File: config.mk
export PLATFORM = sky130hd
export DESIGN_NAME = cdf_remap_flat
export DESIGN_NICKNAME = d
export VERILOG_FILES = /design/src/rtl/cdf_remap_if.sv /design/src/rtl/cdf_remap.sv /design/src/flat_wrapper.sv
export SDC_FILE = /design/constraint.sdc
export NUM_CORES = 1
export LEC_CHECK = 0
export CAP_MARGIN = 20
export CORE_ASPECT_RATIO = 1.4
export CORE_MARGIN = 5
export CORE_UTILIZATION = 70
export CTS_BUF_LIST = sky130_fd_sc_hd__clkbuf_4
export CTS_CLUSTER_DIAMETER = 200
export DETAILED_ROUTE_END_ITERATION = 7
export DONT_BUFFER_PORTS = 1
export GPL_ROUTABILITY_DRIVEN = 1
export PLACE_DENSITY = 0.95
export SLEW_MARGIN = 10
export SYNTH_ARGS = -nofsm -noshare
export SYNTH_HDL_FRONTEND = slang
export SYNTH_SLANG_ARGS = --single-unit
File: constraint.sdc
create_clock -name clock -period 23.1 [get_ports clock]
set_input_delay 1.155 -clock clock [delete_from_list [all_inputs] [get_ports clock]]
set_output_delay 1.155 -clock clock [all_outputs]
set_load 0.05 [all_outputs]
File: src/rtl/cdf_remap_if.sv
// cdf_remap_if
//   Memory-side bus of the CDF remap engine: pixel scratchpad read port,
//   CDF table read port and output memory write port.
//   master : the remap engine (drives addresses and the write port)
//   slave  : the memory side (returns read data one cycle after the address)
//
//   Pix_ReadAddress   16   pixel memory word address
//   Pix_ReadBus       128  16 pixels, pixel k in bits [8k+7:8k]
//   Cdf_ReadAddress   16   CDF memory word address
//   Cdf_ReadBus       128  CDF value in bits [19:0], upper bits ignored
//   WriteEnable       1    output memory write strobe
//   Output_MEMAddress 16   output memory word address
//   Output_MEMBus     128  16 remapped pixels, same packing as Pix_ReadBus
interface cdf_remap_if;
   logic [15:0]  Pix_ReadAddress;
   logic [127:0] Pix_ReadBus;
   logic [15:0]  Cdf_ReadAddress;
   logic [127:0] Cdf_ReadBus;
   logic         WriteEnable;
   logic [15:0]  Output_MEMAddress;
   logic [127:0] Output_MEMBus;

   modport master (
      output Pix_ReadAddress,
      input  Pix_ReadBus,
      output Cdf_ReadAddress,
      input  Cdf_ReadBus,
      output WriteEnable,
      output Output_MEMAddress,
      output Output_MEMBus
   );

   modport slave (
      input  Pix_ReadAddress,
      output Pix_ReadBus,
      input  Cdf_ReadAddress,
      output Cdf_ReadBus,
      input  WriteEnable,
      input  Output_MEMAddress,
      input  Output_MEMBus
   );
endinterface

File: src/rtl/cdf_remap.sv
// cdf_remap
//   Histogram-equalisation remap engine. For every 16-pixel word in the
//   pixel scratchpad it looks up each pixel's CDF value, computes
//   (cdf - cdf_min) * 255 / (num_pixels - cdf_min) with an 8-step restoring
//   divider (truncating, saturating at 255, zero when the denominator is 0)
//   and writes the packed result word to the output memory.
//
//   clock     in   rising-edge clock
//   reset_n   in   synchronous active-low reset
//   start     in   single-cycle run request (taken only with cdf_valid)
//   cdf_valid in   CDF table and Cdf_Min are complete
//   Cdf_Min   in   minimum nonzero CDF value, sampled when a run starts
//   busy      out  high whenever the engine is not idle
//   done      out  one-cycle pulse at the end of a run
//   mem       bus  memory ports (see cdf_remap_if)
//
//   state    | meaning
//   ---------+-------------------------------------------------------------
//   IDLE     | waiting for start with cdf_valid
//   PIX_RD   | pixel word address on the bus
//   PIX_WAIT | pixel word returns, latched into the pixel register
//   CDF_RD   | CDF address of pixel[pix_idx] on the bus
//   CDF_WAIT | CDF value returns, numerator formed
//   DIV      | 8 restoring-division steps, quotient bit 7 down to 0
//   WRITE    | one-cycle write of the packed result word
//   DONE     | one-cycle done pulse
module cdf_remap #(
   parameter logic [15:0] PIX_BASE   = 16'h0000,
   parameter logic [15:0] CDF_BASE   = 16'h4000,
   parameter logic [15:0] OUT_BASE   = 16'h0000,
   parameter int unsigned NUM_WORDS  = 16384,
   parameter int unsigned NUM_PIXELS = 262144
) (
   input  logic        clock,
   input  logic        reset_n,
   input  logic        start,
   input  logic        cdf_valid,
   input  logic [19:0] Cdf_Min,
   output logic        busy,
   output logic        done,
   cdf_remap_if.master mem
);

   localparam logic [15:0] LAST_WORD  = 16'(NUM_WORDS - 1);
   localparam logic [19:0] NUM_PIX_20 = 20'(NUM_PIXELS);

   typedef enum logic [2:0] {
      IDLE, PIX_RD, PIX_WAIT, CDF_RD, CDF_WAIT, DIV, WRITE, DONE
   } state_t;

   state_t        state_q, state_d;
   logic [15:0]   word_idx_q, word_idx_d;
   logic [3:0]    pix_idx_q, pix_idx_d;
   logic [127:0]  pix_q, pix_d;
   logic [127:0]  res_q, res_d;
   logic [19:0]   cdf_min_q, cdf_min_d;
   logic [19:0]   den_q, den_d;
   logic [27:0]   rem_q, rem_d;
   logic [7:0]    quo_q, quo_d;
   logic [2:0]    bit_cnt_q, bit_cnt_d;
   logic          sat_q, sat_d;
   logic [15:0]   pix_addr_q, pix_addr_d;
   logic [15:0]   cdf_addr_q, cdf_addr_d;
   logic          we_q, we_d;
   logic [15:0]   out_addr_q, out_addr_d;
   logic [127:0]  out_bus_q, out_bus_d;
   logic          busy_q, busy_d;
   logic          done_q, done_d;

   logic [19:0]   cdf_val;
   logic [19:0]   diff;
   logic [27:0]   num;
   logic [27:0]   den_shift;
   logic [7:0]    res_byte;

   // Only the low 20 bits of the CDF word carry data.
   logic unused_cdf_hi;
   assign unused_cdf_hi = ^mem.Cdf_ReadBus[127:20];

   always_comb begin
      state_d    = state_q;
      word_idx_d = word_idx_q;
      pix_idx_d  = pix_idx_q;
      pix_d      = pix_q;
      res_d      = res_q;
      cdf_min_d  = cdf_min_q;
      den_d      = den_q;
      rem_d      = rem_q;
      quo_d      = quo_q;
      bit_cnt_d  = bit_cnt_q;
      sat_d      = sat_q;
      pix_addr_d = pix_addr_q;
      cdf_addr_d = cdf_addr_q;
      out_addr_d = out_addr_q;
      out_bus_d  = out_bus_q;
      cdf_val    = mem.Cdf_ReadBus[19:0];
      diff       = '0;
      num        = '0;
      den_shift  = '0;
      res_byte   = '0;

      case (state_q)
         IDLE: begin
            if (start && cdf_valid) begin
               state_d    = PIX_RD;
               word_idx_d = '0;
               cdf_min_d  = Cdf_Min;
               den_d      = NUM_PIX_20 - Cdf_Min;
            end
         end
         PIX_RD: state_d = PIX_WAIT;
         PIX_WAIT: begin
            pix_d     = mem.Pix_ReadBus;
            pix_idx_d = '0;
            state_d   = CDF_RD;
         end
         CDF_RD: state_d = CDF_WAIT;
         CDF_WAIT: begin
            diff      = (cdf_val > cdf_min_q) ? (cdf_val - cdf_min_q) : 20'd0;
            num       = 28'(diff) * 28'd255;
            rem_d     = num;
            quo_d     = '0;
            bit_cnt_d = 3'd7;
            // Quotient of 256 or more cannot be represented in 8 bits.
            sat_d     = (num >= {den_q, 8'h00});
            state_d   = DIV;
         end
         DIV: begin
            den_shift = {8'h00, den_q} << bit_cnt_q;
            if (rem_q >= den_shift) begin
               rem_d = rem_q - den_shift;
               quo_d = quo_q | (8'd1 << bit_cnt_q);
            end
            if (bit_cnt_q == 3'd0) begin
               if (den_q == 20'd0)
                  res_byte = 8'h00;
               else if (sat_q)
                  res_byte = 8'hFF;
               else
                  res_byte = quo_d;
               res_d[{pix_idx_q, 3'b000} +: 8] = res_byte;
               if (pix_idx_q == 4'd15) begin
                  state_d = WRITE;
               end else begin
                  pix_idx_d = pix_idx_q + 4'd1;
                  state_d   = CDF_RD;
               end
            end else begin
               bit_cnt_d = bit_cnt_q - 3'd1;
            end
         end
         WRITE: begin
            if (word_idx_q == LAST_WORD) begin
               state_d = DONE;
            end else begin
               word_idx_d = word_idx_q + 16'd1;
               state_d    = PIX_RD;
            end
         end
         DONE: state_d = IDLE;
         default: state_d = IDLE;
      endcase

      // Outputs are registered and set up on the edge entering their state,
      // so each strobe/address is visible during that state's own cycle.
      if (state_d == PIX_RD)
         pix_addr_d = PIX_BASE + word_idx_d;
      if (state_d == CDF_RD)
         cdf_addr_d = CDF_BASE + {8'h00, pix_d[{pix_idx_d, 3'b000} +: 8]};
      we_d = (state_d == WRITE);
      if (state_d == WRITE) begin
         out_addr_d = OUT_BASE + word_idx_q;
         out_bus_d  = res_d;
      end
      busy_d = (state_d != IDLE);
      done_d = (state_d == DONE);
   end

   always_ff @(posedge clock) begin
      if (!reset_n) begin
         state_q    <= IDLE;
         word_idx_q <= '0;
         pix_idx_q  <= '0;
         pix_q      <= '0;
         res_q      <= '0;
         cdf_min_q  <= '0;
         den_q      <= '0;
         rem_q      <= '0;
         quo_q      <= '0;
         bit_cnt_q  <= '0;
         sat_q      <= 1'b0;
         pix_addr_q <= '0;
         cdf_addr_q <= '0;
         we_q       <= 1'b0;
         out_addr_q <= '0;
         out_bus_q  <= '0;
         busy_q     <= 1'b0;
         done_q     <= 1'b0;
      end else begin
         state_q    <= state_d;
         word_idx_q <= word_idx_d;
         pix_idx_q  <= pix_idx_d;
         pix_q      <= pix_d;
         res_q      <= res_d;
         cdf_min_q  <= cdf_min_d;
         den_q      <= den_d;
         rem_q      <= rem_d;
         quo_q      <= quo_d;
         bit_cnt_q  <= bit_cnt_d;
         sat_q      <= sat_d;
         pix_addr_q <= pix_addr_d;
         cdf_addr_q <= cdf_addr_d;
         we_q       <= we_d;
         out_addr_q <= out_addr_d;
         out_bus_q  <= out_bus_d;
         busy_q     <= busy_d;
         done_q     <= done_d;
      end
   end

   assign mem.Pix_ReadAddress   = pix_addr_q;
   assign mem.Cdf_ReadAddress   = cdf_addr_q;
   assign mem.WriteEnable       = we_q;
   assign mem.Output_MEMAddress = out_addr_q;
   assign mem.Output_MEMBus     = out_bus_q;
   assign busy                  = busy_q;
   assign done                  = done_q;

endmodule

File: src/flat_wrapper.sv
// flat-port wrapper written by rule: the top's interface ports become plain ports
module cdf_remap_flat 
#(
   parameter logic [15:0] PIX_BASE   = 16'h0000,
   parameter logic [15:0] CDF_BASE   = 16'h4000,
   parameter logic [15:0] OUT_BASE   = 16'h0000,
   parameter int unsigned NUM_WORDS  = 16384,
   parameter int unsigned NUM_PIXELS = 262144
)
  (clock, reset_n, start, cdf_valid, Cdf_Min, busy, done, mem_Pix_ReadAddress, mem_Pix_ReadBus, mem_Cdf_ReadAddress, mem_Cdf_ReadBus, mem_WriteEnable, mem_Output_MEMAddress, mem_Output_MEMBus);
  cdf_remap_if mem_i ();
  input  logic clock;
  input  logic reset_n;
  input  logic start;
  input  logic cdf_valid;
  input  logic [19:0] Cdf_Min;
  output logic busy;
  output logic done;
  output wire logic [$bits(mem_i.Pix_ReadAddress)-1:0] mem_Pix_ReadAddress;
  input wire logic [$bits(mem_i.Pix_ReadBus)-1:0] mem_Pix_ReadBus;
  output wire logic [$bits(mem_i.Cdf_ReadAddress)-1:0] mem_Cdf_ReadAddress;
  input wire logic [$bits(mem_i.Cdf_ReadBus)-1:0] mem_Cdf_ReadBus;
  output wire logic [$bits(mem_i.WriteEnable)-1:0] mem_WriteEnable;
  output wire logic [$bits(mem_i.Output_MEMAddress)-1:0] mem_Output_MEMAddress;
  output wire logic [$bits(mem_i.Output_MEMBus)-1:0] mem_Output_MEMBus;
  assign mem_Pix_ReadAddress = mem_i.Pix_ReadAddress;
  assign mem_i.Pix_ReadBus = mem_Pix_ReadBus;
  assign mem_Cdf_ReadAddress = mem_i.Cdf_ReadAddress;
  assign mem_i.Cdf_ReadBus = mem_Cdf_ReadBus;
  assign mem_WriteEnable = mem_i.WriteEnable;
  assign mem_Output_MEMAddress = mem_i.Output_MEMAddress;
  assign mem_Output_MEMBus = mem_i.Output_MEMBus;
  cdf_remap #(.PIX_BASE(PIX_BASE), .CDF_BASE(CDF_BASE), .OUT_BASE(OUT_BASE), .NUM_WORDS(NUM_WORDS), .NUM_PIXELS(NUM_PIXELS)) u_core (.clock(clock), .reset_n(reset_n), .start(start), .cdf_valid(cdf_valid), .Cdf_Min(Cdf_Min), .busy(busy), .done(done), .mem(mem_i));
endmodule
[Word level (Yosys, flattened, before mapping)]
Index checks and enable logic that the tools add are counted.
Storage, ports and cells
  bits in registers: 538
  output and inout port bits: 179
  memories kept: 0
  bits in latches: 0
  ROM bits: 0
  logic and storage cells: 86
  bits in writable memories: 0
Operators by class
  bitwise logic cells: 1
  $mul: 1
  eq/ne operators: 15
  shifts and indexed selects: 5
  muxes and demuxes: 26
  order comparisons: 3
  divide/modulo/power cells: 0
  reductions and logical operators: 9
  $add $sub $neg: 8
Operators by type and width (count)
  $mux 128: 3
  $bwmux 128: 1
  $shift 8x9->128 const A: 1
  $shiftx 128x8->8: 1
  $shiftx 8x9->128: 1
  $ge 28x28->1: 2
  $pmux 28 s2: 1
  $mux 8: 5
  $mux 16: 2
  $pmux 16 s2: 1
  $mul 20x8->28 const B: 1
  $mux 28: 1
  $shl 20x3->28: 1
  $sub 28x28->28: 1
  $pmux 3 s8: 1
  $gt 20x20->1: 1
  $logic_not 20->1: 1
  $mux 20: 1
  $sub 19x20->20 const A: 1
  $sub 20x20->20: 1
  $eq 3x3->1 const B: 6
  $add 15x8->16 const A: 1
  $add 16x1->16 const B: 1
  $eq 16x14->1 const B: 1
  other kinds (20): 31

[Logic depth before layout (Yosys ltp)]
  word-level depth: 11
  depth in mapped cells: 38

[Least setup slack after synthesis]
No wires, ideal clock.
  path type: input to register
  from: input port mem_Cdf_ReadBus[0]
  to: register u_core.sat_q
  required time: 22981 ps
  stages on the path: 37
  arrival: 8501 ps
  setup slack: 14480 ps
  cell sequence: inv_1 > ha_1 > inv_1 > fa_1 > a21oi_1 > o21ai_0 > a21oi_1 > o21ai_0 > o211ai_1 > a21oi_1 > o21a_1 > clkbuf_1 > nand2_1 > inv_1 > fa_1 > inv_1 > fa_1 > inv_1 > fa_1 > inv_1 > fa_1 > inv_1 > ha_1 > o211ai_1 > nor3_1 > o21ai_0 > a2111oi_0 > o221ai_1 > o211ai_1 > xor2_1 > ha_1 > a21o_1 > a21oi_1 > nand2_1 > nand2_1 > a31oi_1 > o221a_2
On the way
  longest elaborated chain between the ends: 4
RTL lines
  start: declaration: RTL line flat_wrapper.sv:22  | input wire logic [$bits(mem_i.Cdf_ReadBus)-1:0] mem_Cdf_ReadBus;
  $sub 20x20->20 / $gt 20x20->1 (equally long branches): RTL line cdf_remap.sv:119  | diff = (cdf_val > cdf_min_q) ? (cdf_val - cdf_min_q) : 20'd0;
  $mux 20 *: RTL line cdf_remap.sv:119
  $mul 20x8->28 *: RTL line cdf_remap.sv:120  | num = 28'(diff) * 28'd255;
  $ge 28x28->1 *: RTL line cdf_remap.sv:125  | sat_d = (num >= {den_q, 8'h00});
  end signal: assignment: RTL line cdf_remap.sv:210  | sat_q <= sat_d;
  end: declaration: RTL line cdf_remap.sv:61  | logic sat_q, sat_d;
Mark *: on every way between the ends. The rest lies on a longest branch, timed or not.
A chain may end at the register's enable or synchronous reset.

[Worst setup path after layout]
  from: register u_core.den_q[0]
  to: register u_core.sat_q
On the way
  longest elaborated chain between the ends: 1
RTL lines
  start: declaration: RTL line cdf_remap.sv:57  | logic [19:0] den_q, den_d;
  start signal: assignment: RTL line cdf_remap.sv:206  | den_q <= den_d;
  $ge 28x28->1: RTL line cdf_remap.sv:125
Every way passes these cells.

==> impl_metrics.json <==
{
  "status": "finished, final reports clean",
  "path_max_fanout": 26,
  "num_vias": 25700,
  "final_cells": 4021,
  "numCtsBuffers": 115,
  "fp.coreArea_um2": 40200,
  "grt_usage_pct": 35.3,
  "drt_iter0_drc": 2831,
  "min_to": "u_core.pix_q[51]$_SDFF_PN0_",
  "rsz0062_at_grt": "no",
  "hp-start": "mem_Pix_ReadBus[51]",
  "totalPowerFinal_mw": 5.54,
  "antenna_found_initial": 2,
  "cts_hold_buf": 0,
  "ys.flop_type": "dfxtp_1",
  "r2r_end": "u_core.sat_q$_SDFFE_PN0P_",
  "die_area_um2": 44700,
  "yosys.area.top_type_share_pct": 37.4,
  "first_global_vias": 25400,
  "synth_area_leader_cell": "dfxtp_1",
  "initial_core_util_pct": 70.6,
  "clock_sinks": 530,
  "cp.required_ps": 23830,
  "hpwlAfterDp_um": 57800,
  "ant_nets": 0,
  "power.leakage_nw": 11.9,
  "critPathKind": "reg -> reg",
  "cts_resized": 0,
  "grt_pass1_wl_um": 129000,
  "ys_async_sr_fraction_pct": 0,
  "timing.hold.ws_ps": 406,
  "rr_worst_depth": 35,
  "critPathMostFrequentCell": "inv_1",
  "fin_nets": 3902,
  "insertion_delay_ps": 890,
  "post_drt_wl_per_cell_um": 20.3,
  "worstMarginPinSlew_ps": 1060,
  "drc": 0,
  "period_needed_ps": 9570,
  "synth_area_um2": 28300,
  "synth_edf_count": 0,
  "cp_data_arrival_time_ps": 10300,
  "slowest_stage": "a2111oi_0",
  "die_y_um": 248,
  "dr.pass1.iters": 7,
  "area_growth_pct": 5.35,
  "fin_skew_ps": 72.2,
  "placedCellCount": 3821,
  "cts_tree": "yes",
  "drive_gt1_share_pct": 7.37,
  "clk_pin_slew_ps": 80,
  "cp-end-kind": "flop",
  "drv_slew": 0,
  "synthTopCellsByCount": "576 x nand2_1, 530 x dfxtp_1, 383 x a21oi_1, 274 x nor2_1, 226 x inv_1",
  "fin_crit_sh_pct": 41.4,
  "yosysUniqueCellTypes": 76,
  "synth_area_leaders": "dfxtp_1 37%, nand2_1 7.6%, a21oi_1 6.8%, fa_1 6.4%, ha_1 5.6%",
  "postSynthAreaPerCell_um2": 8.15,
  "final_cell_area_um2": 29900,
  "hold_viol_final": 0,
  "io_pins": 459,
  "drt-total-wl_um": 81800,
  "ys_ff_latch": 530,
  "placed_area_um2": 28400,
  "worstHoldPathType": "in -> reg",
  "ys_warn_count": 0,
  "h-tree-depth": 3,
  "ys_seq_area_share_pct": 37.4,
  "worst_hold_path.num_cells": 2,
  "synth_cells": 3480,
  "port_buffers": 0,
  "grt_max_degree": 211,
  "slew-limit-headroom_pct": 28.3,
  "critPathMaxStageDelay_ps": 720,
  "r2r_slack_ps": 13530,
  "clockBufferDepth": 3,
  "post_cts_buffers": 0,
  "die_w_um": 180,
  "maxCapViolations": 0,
  "overflow": 0,
  "fp-row-count": 87,
  "max_freq_mhz": 105,
  "fin_setup_tns_ps": 0,
  "clockRootBuffer": "clkbuf_4",
  "vias_per_cell": 6.40,
  "gp_congestion": 0.953,
  "setup-violations-final": 0,
  "ir_drop_mv": 0.401,
  "reg2reg_from": "u_core.den_q[0]$_SDFFE_PN0P_",
  "powerDensity_nw_per_um2": 185,
  "synth_most_common_cell": "nand2_1",
  "worstSetupStartpointType": "flop"
}
## worst max-delay path: cells and delay by family, from the launching register on
family,cells,cell delay (ps)
fa+ha+maj,8,3440
buf+inv,6,470
compound gates,17,4160
xor+xnor,1,230
simple gates,3,500
flops,1,630
## metrics by stage
step | setup WS (ps) | util (%)
after floorplan | 14480 | -
after global placement | 13340 | 70.7
after detailed placement | 13210 | 70.7
after CTS | 13750 | 74.2
after global routing | 12930 | 74.3
final | 13530 | 74.3
## power breakdown
part	switching (mW)	total [mW]	internal, mW
clock network	0.380	0.718	0.339
logic	2.32	3.84	1.52
registers	0.0339	0.977	0.943
## area by class of cell
cell class,instances,area (µm²)
multi-input cells,2509,16100
flip-flops and latches,530,10600
fillers,2731,10300
clock buffers,162,1220
inverters,228,863
well taps,534,668
clock inverters,36,223
repair buffers,21,178
diodes,1,2.50
## layout by cell type (no fill, tap or decap), types with 55 or more instances in the layout
cell	n
nand2_1	576
dfxtp_1	530
a21oi_1	382
nor2_1	272
inv_1	226
o21ai_0	217
clkbuf_4	162
ha_1	127
nand3_1	104
fa_1	90
mux2i_1	89
nor3_1	55
## kinds of logic (layout without fill, tap and decap cells)
group | after synthesis | in the layout | synth area share, %
other cells | 1 | 8 | 0.0132
simple gates | 1186 | 1186 | 18.1
xor+xnor | 75 | 75 | 2.32
flops | 530 | 530 | 37.4
mux | 115 | 115 | 5.09
buf+inv | 447 | 447 | 6.09
compound gates | 909 | 909 | 19.0
fa+ha+maj | 217 | 217 | 12.0
## registers in the layout, indices dropped and copies added (netlist names), 3 cells and up
| name | cells |
|---|---|
| u_core.bit_cnt_q | 3 |
| u_core.cdf_min_q | 19 |
| u_core.den_q | 20 |
| u_core.mem.Cdf_ReadAddress | 9 |
| u_core.mem.Output_MEMAddress | 16 |
| u_core.mem.Output_MEMBus | 128 |
| u_core.mem.Pix_ReadAddress | 16 |
| u_core.pix_idx_q | 4 |
| u_core.pix_q | 128 |
| u_core.quo_q | 8 |
| u_core.rem_q | 28 |
| u_core.res_q | 128 |
| u_core.state_q | 3 |
| u_core.word_idx_q | 16 |
## worst max-delay path by stage
stage	depth (start not counted)	from	endpoint
4_1_cts	35	u_core.den_q[0]$_SDFFE_PN0P_	u_core.sat_q$_SDFFE_PN0P_
2_1_floorplan	37	mem_Cdf_ReadBus[0]	u_core.sat_q$_SDFFE_PN0P_
3_5_place_dp	36	mem_Cdf_ReadBus[0]	u_core.sat_q$_SDFFE_PN0P_
6_report	35	u_core.den_q[0]$_SDFFE_PN0P_	u_core.sat_q$_SDFFE_PN0P_
3_3_place_gp	36	mem_Cdf_ReadBus[0]	u_core.sat_q$_SDFFE_PN0P_
5_1_grt	35	u_core.den_q[0]$_SDFFE_PN0P_	u_core.sat_q$_SDFFE_PN0P_
## layer usage
metal  track usage [%]  share of wire [%]
met4              25.8                8.7
met2              59.8                 48
met5                 0                  0
met1              37.7                 34
met3              10.3                 10
No activity file was read; power rests on OpenSTA's default activity.
